### config.mk
export PLATFORM = sky130hd
export DESIGN_NAME = hazard_scoreboard_fwd
export DESIGN_NICKNAME = d
export VERILOG_FILES = /design/src/rtl/hazard_scoreboard_fwd_pkg.sv /design/src/rtl/hazard_src_match.sv /design/src/rtl/hazard_scoreboard_fwd.sv
export SDC_FILE = /design/constraint.sdc
export NUM_CORES = 1
export LEC_CHECK = 0
export BUFFER_PORTS_ARGS = -buffer_cell sky130_fd_sc_hd__buf_2
export CAP_MARGIN = 20
export CORE_MARGIN = 8
export CORE_UTILIZATION = 25
export CTS_BUF_LIST = sky130_fd_sc_hd__clkbuf_16
export CTS_CLUSTER_SIZE = 40
export DETAILED_ROUTE_END_ITERATION = 8
export PLACE_DENSITY_LB_ADDON = 0.05
export SLEW_MARGIN = 5
export SYNTH_ARGS = -nofsm -noshare
export SYNTH_HDL_FRONTEND = slang
export SYNTH_SLANG_ARGS = --single-unit
### constraint.sdc
create_clock -name clk -period 2.5 [get_ports clk]
set_clock_uncertainty 0.1 [all_clocks]
set_input_delay 0.125 -clock clk [delete_from_list [all_inputs] [get_ports clk]]
set_output_delay 0.125 -clock clk [all_outputs]
set_load 0.03 [all_outputs]
### src/rtl/hazard_scoreboard_fwd_pkg.sv
// Shared types and helpers for the hazard scoreboard: the shadow-entry record,
// the register-file select code and the select-width function.
// No ports; imported by hazard_src_match and hazard_scoreboard_fwd.
package hazard_scoreboard_fwd_pkg;

    // fwd_sel value meaning "take the operand from the register file".
    localparam int SEL_RF = 0;

    // Widest register index the shadow entry can hold. rd values are
    // zero-extended into this field, so any REG_AW up to this width works.
    localparam int RD_MAX_W = 8;

    // One in-flight writer tracked behind D.
    typedef struct packed {
        logic                v;   // entry holds a real writer of a non-zero rd
        logic [RD_MAX_W-1:0] rd;  // destination register (zero-extended)
        logic                ld;  // writer is a load (no result while in E)
    } shadow_ent_t;

    // Width of a forwarding select: codes 0..stages.
    function automatic int sel_width(input int stages);
        return (stages < 1) ? 1 : $clog2(stages + 1);
    endfunction

endpackage

### src/rtl/hazard_src_match.sv
// Per-operand hazard check: finds the youngest in-flight writer of one source
// register and returns the bypass select or a hazard.
// Combinational, zero latency; no flow control (pure function of its inputs).
// Ports: src/rd_en (source index and read-enable), ents (shadow pipe, index 0 = E),
//        sel (0 = register file, k+1 = stage k), hazard (operand not yet obtainable).
module hazard_src_match
    import hazard_scoreboard_fwd_pkg::*;
#(
    parameter int REG_AW = 5,
    parameter int STAGES = 3,
    parameter int FWD_EN = 1,
    parameter int SELW   = 2
) (
    input  logic [REG_AW-1:0]        src,
    input  logic                     rd_en,
    input  shadow_ent_t [STAGES-1:0] ents,
    output logic [SELW-1:0]          sel,
    output logic                     hazard
);

    logic [RD_MAX_W-1:0] src_ext;
    logic                src_live;

    assign src_ext  = RD_MAX_W'(src);
    assign src_live = rd_en && (src != '0);

    // The WB entry is deliberately never compared: the register file writes
    // in the first half of the cycle, so D already reads the new value.
    logic wb_unused;
    assign wb_unused = ^ents[STAGES-1];

    // Scan from the oldest checked stage towards E so that the youngest
    // matching writer is the one whose assignment sticks.
    always_comb begin
        sel    = SELW'(SEL_RF);
        hazard = 1'b0;
        for (int k = STAGES - 2; k >= 0; k--) begin
            if (src_live && ents[k].v && (ents[k].rd == src_ext)) begin
                if (FWD_EN != 0) begin
                    // A load only has data once it has left E.
                    if (!ents[k].ld || (k >= 1)) begin
                        sel    = SELW'(k + 1);
                        hazard = 1'b0;
                    end else begin
                        sel    = SELW'(SEL_RF);
                        hazard = 1'b1;
                    end
                end else begin
                    sel    = SELW'(SEL_RF);
                    hazard = 1'b1;
                end
            end
        end
    end

endmodule

### src/rtl/hazard_scoreboard_fwd.sv
// Hazard unit beside decode: shadow destination pipe of in-flight writers,
// stall/flush generation, per-operand bypass selects, saturating perf counters.
// Outputs are combinational (zero latency); a stall holds F/D until the blocking
// writer advances, a jump in E overrides any stall and flushes D and E.
// Ports: clk, reset_E (async, active-high); D-stage instruction fields
//        (valid_D, rd_we_D, rd_D, is_load_D, rs1/rs2 read-enables and indices);
//        jumping; stall_F/stall_D/flush_D/flush_E; fwd_sel1/fwd_sel2;
//        stall_cnt/flush_cnt.
module hazard_scoreboard_fwd
    import hazard_scoreboard_fwd_pkg::*;
#(
    parameter int REG_AW = 5,
    parameter int STAGES = 3,
    parameter int FWD_EN = 1,
    parameter int CNT_W  = 16
) (
    input  logic                          clk,
    input  logic                          reset_E,
    input  logic                          valid_D,
    input  logic                          rd_we_D,
    input  logic [REG_AW-1:0]             rd_D,
    input  logic                          is_load_D,
    input  logic                          rs1_rd_D,
    input  logic                          rs2_rd_D,
    input  logic [REG_AW-1:0]             rs1_D,
    input  logic [REG_AW-1:0]             rs2_D,
    input  logic                          jumping,
    output logic                          stall_F,
    output logic                          stall_D,
    output logic                          flush_D,
    output logic                          flush_E,
    output logic [sel_width(STAGES)-1:0]  fwd_sel1,
    output logic [sel_width(STAGES)-1:0]  fwd_sel2,
    output logic [CNT_W-1:0]              stall_cnt,
    output logic [CNT_W-1:0]              flush_cnt
);

    localparam int SELW = sel_width(STAGES);

    // Shadow pipe: ents[0] mirrors E, ents[STAGES-1] mirrors WB.
    shadow_ent_t [STAGES-1:0] ents;
    shadow_ent_t              ent_in;

    logic hazard1;
    logic hazard2;
    logic hazard;

    hazard_src_match #(
        .REG_AW (REG_AW),
        .STAGES (STAGES),
        .FWD_EN (FWD_EN),
        .SELW   (SELW)
    ) u_match_rs1 (
        .src    (rs1_D),
        .rd_en  (rs1_rd_D),
        .ents   (ents),
        .sel    (fwd_sel1),
        .hazard (hazard1)
    );

    hazard_src_match #(
        .REG_AW (REG_AW),
        .STAGES (STAGES),
        .FWD_EN (FWD_EN),
        .SELW   (SELW)
    ) u_match_rs2 (
        .src    (rs2_D),
        .rd_en  (rs2_rd_D),
        .ents   (ents),
        .sel    (fwd_sel2),
        .hazard (hazard2)
    );

    // The instruction in D during a jump is wrong-path, so it never stalls.
    assign hazard  = (hazard1 || hazard2) && valid_D && !jumping;

    assign stall_F = hazard;
    assign stall_D = hazard;
    assign flush_E = hazard || jumping;
    // While reset is held the D register is being cleared anyway; keep the
    // flush request quiet so the pipeline sees a clean reset state.
    assign flush_D = jumping && !reset_E;

    // A stalled or wrong-path D instruction enters E as a bubble, so it must
    // not be recorded as a writer. x0 writes are never tracked.
    always_comb begin
        ent_in    = '0;
        ent_in.v  = valid_D && rd_we_D && (rd_D != '0) && !hazard && !jumping;
        ent_in.rd = RD_MAX_W'(rd_D);
        ent_in.ld = is_load_D;
    end

    always_ff @(posedge clk or posedge reset_E) begin
        if (reset_E) begin
            ents <= '0;
        end else begin
            ents[0] <= ent_in;
            for (int k = 1; k < STAGES; k++) begin
                ents[k] <= ents[k-1];
            end
        end
    end

    // Saturating performance counters: they stick at all-ones.
    always_ff @(posedge clk or posedge reset_E) begin
        if (reset_E) begin
            stall_cnt <= '0;
            flush_cnt <= '0;
        end else begin
            if (stall_D && !(&stall_cnt)) begin
                stall_cnt <= stall_cnt + CNT_W'(1);
            end
            if (jumping && !(&flush_cnt)) begin
                flush_cnt <= flush_cnt + CNT_W'(1);
            end
        end
    end

endmodule

== Word-level counts from Yosys, hierarchy flattened ==
Index checks and enable logic that the tools add are counted.
Word-level totals
  flip-flop bits (word level): 45
  input port bits: 23
  output and inout bits: 40
  logic and storage cells: 52
Cells by class
  mux-type cells: 8
  equal/unequal tests: 4
  reduce and logical (&&, ||, !) cells: 31
  $add $sub $neg: 2
Operators by type and width (count)
  16-bit by 1-bit adder with 16-bit output (second input constant): 2
  16-bit AND reduction: 2
  5-bit == test: 4
  1-bit logical AND: 19
  5-bit nonzero test: 3
  2-bit 2-to-1 mux: 4
  1-bit logical NOT: 5
  1-bit 2-to-1 mux: 4
  1-bit logical OR: 2

== Depth between registers and ports, before layout ==
  word-level depth: 11
  depth in mapped cells: 8
  mapped depth without buffers: 7

== By module ==
A second synthesis with hierarchy kept.
Unflattened totals
  cells, all modules: 227
  area, all modules: 2591.2 µm²
Modules (own cells, without submodules)
  hazard_scoreboard_fwd: cells an instance 185, area an instance 2243.4 µm², instances 1, sequential area each 1326.3 µm²
  hazard_src_match: cells an instance 21, area an instance 173.9 µm², instances 2, sequential area each 0.0 µm²

== Worst setup path after synthesis ==
No wires, ideal clock.
  kind: reg-to-reg
  start point: reg stall_cnt[0]
  end point: reg stall_cnt[8]
  period minus slack after synthesis: 2.122 ns
  path buffers: 1
  cell stages (with the launch flop): 9
  path slack: 0.378 ns
  required time: 2.266 ns
  arrival: 1.888 ns
  setup time: 0.134 ns
  path through: dfrtp_1 -> ha_1 -> and4_1 -> and2_1 -> a21boi_0 -> a21boi_2 -> buf_6 -> nand4_2 -> xnor2_1
Between the ends
  cells in the longest elaborated chain, start to end: 3
  elaborated cells between the ends (all ways): 4
  those cells by class: add/sub (1); reduce/logical (3)
RTL lines
  from (decl): line hazard_scoreboard_fwd.sv:34  | output logic [CNT_W-1:0] stall_cnt,
  from (signal assigned): line hazard_scoreboard_fwd.sv:111  | stall_cnt <= stall_cnt + CNT_W'(1);
  parallel branches: the longest is 3 deep, another holds 16-bit by 1-bit adder with 16-bit output
Several ways; the timed one is not identified.
A chain may end at the register's enable or synchronous reset.

== Worst setup path after layout ==
  start point: reg ents[2] (netlist name)
  end point: out stall_F
Between the ends
  cells in the longest elaborated chain, start to end: 6
  elaborated cells between the ends (all ways): 9
  those cells by class: eq/ne (2); mux (2); reduce/logical (5)
RTL lines
  5-bit == test: line hazard_src_match.sv:38  | if (src_live && ents[k].v && (ents[k].rd == src_ext)) begin
  1-bit logical AND: line hazard_src_match.sv:38
  1-bit 2-to-1 mux: line hazard_src_match.sv:38
  1-bit logical OR (*): line hazard_scoreboard_fwd.sv:75  | assign hazard = (hazard1 || hazard2) && valid_D && !jumping;
  1-bit logical AND (*) (2 in series): line hazard_scoreboard_fwd.sv:75
  to (decl): line hazard_scoreboard_fwd.sv:28  | output logic stall_F,
Every way passes the cells marked *; elsewhere a longest branch is shown, timed or not.

==> out/results.txt <==
status: complete, no violations
Hold Path Class: in2reg
CP bufs+invs: 1
relative slew slack: 74.3%
setup tns final: 0 ns
fin. max-slew vios: 0
core footprint: 8680 um2
f_max: 0.429 GHz
hpwl dp: 4.58 mm
placed cell area: 2680 um2
Crit Path Max Fanout: 8
RSZ-0062 raised after global routing: no
CTS max path bufs: 2
gpl congestion: 0.720
1st-iter DRT viols: 33
H-tree depth: 2
Worst-path clk slew: 0.06 ns
via count: 1679
DRT Wirelength: 5.87 mm
Critical R2R Launch: ents[2]$_DFF_PP0_
hold path start: rd_we_D
layout cells sized above 1: 31.8%
WP data arrival: 2.11 ns
fillers: 917
CTS sink cnt: 45
synthesized area: 2220 um2
I/O Pins: 63
Setup crit end kind: output pin
drt pass-1 iters: 3
worst-margin pin slew: 0.383 ns
end of the worst register-to-register path: stall_cnt[5]$_DFFE_PP0P_
hold path depth: 2
Critical Path RT: 2.28 ns
first-pass GRT wire length: 9.42 mm
clock buffer count from CTS: 5
chip width: 110 um
Max Cap Viol: 0
Final setup viols: 0
NumNets Final: 299
Worst setup SP type: flip-flop
vias in the first global route: 1829
GRT Util Overall: 9.98%
number of core rows: 34
synth warn: 0
logic gate share of total power: 19.1%
largest net degree at the start of global routing: 22
critical path class: reg2out
P_sw: 0.000557 W
clock network fraction of design power: 33.5%
port bufs: 62
Total Power: 0.00183 W
pwr/cell area: 635 nW/um2
R2R Setup Slk: 0.29 ns
Cell Chain, Critical Path: xor2_1, nor4_2, nand4b_2, nand2_4, and3_1, buf_2
Slowest cell on crit path: dfrtp_1
grt total ovfl: 0
min Tclk post-route: 2.33 ns
FF/Latch Area: 1130 um2
die area: 12100 um2
ANT cells: 0
Unique masters post-synth: 34
number of synthesized register bits: 45
Multi-input gate area: 1060 um2
Fin. Hold Viols: 0
DRC: 0
fin area: 2890 um2
DR vias/cell: 4.40
average wire per standard cell: 15.4 um
worst vdd rail ir drop: 0.331 mV
Internal Power: 0.00128 W
Gate Count Post-Synth: 196
CTS root buffer: clkbuf_16
most common cell after layout, fill and taps aside: buf_2
leakage power total: 1.44 nW
clock latency on the worst-skew pair: 0.28 ns
Mean Syn Cell Area: 11.3 um2
syn_nets: 221
CTS tree: built
Hold EP: ents[9]$_DFF_PP0_
Top Family by Delay on Critical Path: simple AND/OR/NAND/NOR gates
commonest cells after routing, fill and taps aside: buf_2 (62), dfrtp_1 (45), xnor2_1 (30), xor2_1 (19), nand2_1 (15)
Switching Share: 30.4%
Post-DRT Antenna Nets: 0
delay of the slowest cell on the worst path: 0.41 ns
Initial Util: 25.5%
Worst R2R Path Depth: 7
die height: 110 um
final worst path period share: 93.2%
register share of total power: 47.4%
initial antenna violation count: 0
Seq/Total Area, Yosys: 50.8%
Area Growth Syn to Fin: 30.3%
[repair_timing]
action                                  CTS  global route
gates resized for setup                   0             1
hold buffers                              7             0
buffers inserted                          0             0
endpoints found under the hold margin    15             0
endpoints found under the setup margin    0             2
[metal layers]
| layer | vias to the layer above | GRT usage (%) | share of wire, % |
|---|---|---|---|
| met4 | 0 | 2.57 | 0.56 |
| met2 | 37 | 16.7 | 50 |
| met1 | 801 | 12.1 | 42 |
| met3 | 2 | 3.26 | 7.2 |
| met5 | - | 0 | 0 |
| li1 | 839 | - | - |
[power by group through the flow]
stage	clock (W)	sequential, W	combinational, W
4_1_cts	0.000642	0.000869	0.000360
5_1_grt	0.000678	0.000885	0.000384
2_1_floorplan	0	0.000970	0.000129
6_report	0.000615	0.000869	0.000351
3_3_place_gp	0	0.000885	0.000351
3_5_place_dp	0	0.000882	0.000350
[cell families (layout without fill, tap and decap cells)]
family | Yosys count | in the layout | synth area share, %
AND/OR/NAND/NOR | 83 | 83 | 23.4
flip-flops | 45 | 45 | 50.8
XOR/XNOR | 49 | 49 | 19.4
multiplexers | 1 | 1 | 0.508
buffers and inverters | 7 | 85 | 1.69
adder cells (fa/ha/maj) | 2 | 2 | 1.13
AO/OA/AOI/OAI | 9 | 9 | 3.16
[worst reg2reg max path, delay by kind of cell, from the launching register on]
kind	cells	cell delay (ns)
AOI/OAI and AO/OA	1	0.33
xor gates and xnor gates	2	0.31
DFF	1	0.41
and+or+nand+nor	3	0.73
buffers and inverters	1	0.22
[how the worst max path moves through the flow]
stage	from	to	depth (start not counted)
after floorplan	stall_cnt[0]$_DFFE_PP0P_	stall_cnt[8]$_DFFE_PP0P_	8
after global placement	stall_cnt[0]$_DFFE_PP0P_	stall_cnt[8]$_DFFE_PP0P_	8
after detailed placement	stall_cnt[0]$_DFFE_PP0P_	stall_cnt[5]$_DFFE_PP0P_	8
after CTS	ents[2]$_DFF_PP0_	stall_F	6
after global routing	ents[2]$_DFF_PP0_	stall_F	6
final	ents[2]$_DFF_PP0_	stall_F	6
[metrics by stage]
step | hold slack [ns] | setup WS [ns] | utilization, % | std cells
floorplan | 0.0564 | 0.378 | - | 196
global placement | -0.0324 | 0.340 | 30.9 | 368
detailed placement | -0.0233 | 0.307 | 30.9 | 368
CTS | 0.00876 | 0.0975 | 33.2 | 382
global route | 0.00917 | 0.0182 | 33.3 | 382
finish | 0.00571 | 0.169 | 33.3 | 382
[synthesized netlist by cell type, drive strengths merged]
library cell  instances  area share [%]
dfrtp                45              51
xnor2                30              12
xor2                 19             7.5
nand2                16             2.8
nand3                14             3.6
nand4                10             3.7
nor2                 10             1.7
and3                  8             2.3
and4                  6             2.4
and2                  5             1.4
nor4                  4             1.7
inv                   3            0.51
or4                   3             1.0
a21boi                2            0.85
buf                   2            0.85
clkbuf                2            0.34
ha                    2             1.1
nand4b                2             1.4
nor2b                 2            0.56
nor3b                 2            0.68
o21ai                 2            0.45
a211oi                1            0.34
a21oi                 1            0.23
a31o                  1            0.40
mux2                  1            0.51
nor3                  1            0.23
o2111a                1            0.51
o2111ai               1            0.40
[registers in the layout (all words and copies together) (netlist names)]
register and cells:
stall_cnt 16, flush_cnt 16, ents 13
[cell type report]
class | instances | area share (%)
Timing Repair Buffer | 75 | 14.7
Inverter | 3 | 0.390
Multi-Input combinational cell | 144 | 36.6
Tap cell | 108 | 4.68
Clock buffer | 5 | 4.33
Sequential cell | 45 | 39.0
Clock inverter | 2 | 0.260
No activity file was read; power rests on OpenSTA's default activity.
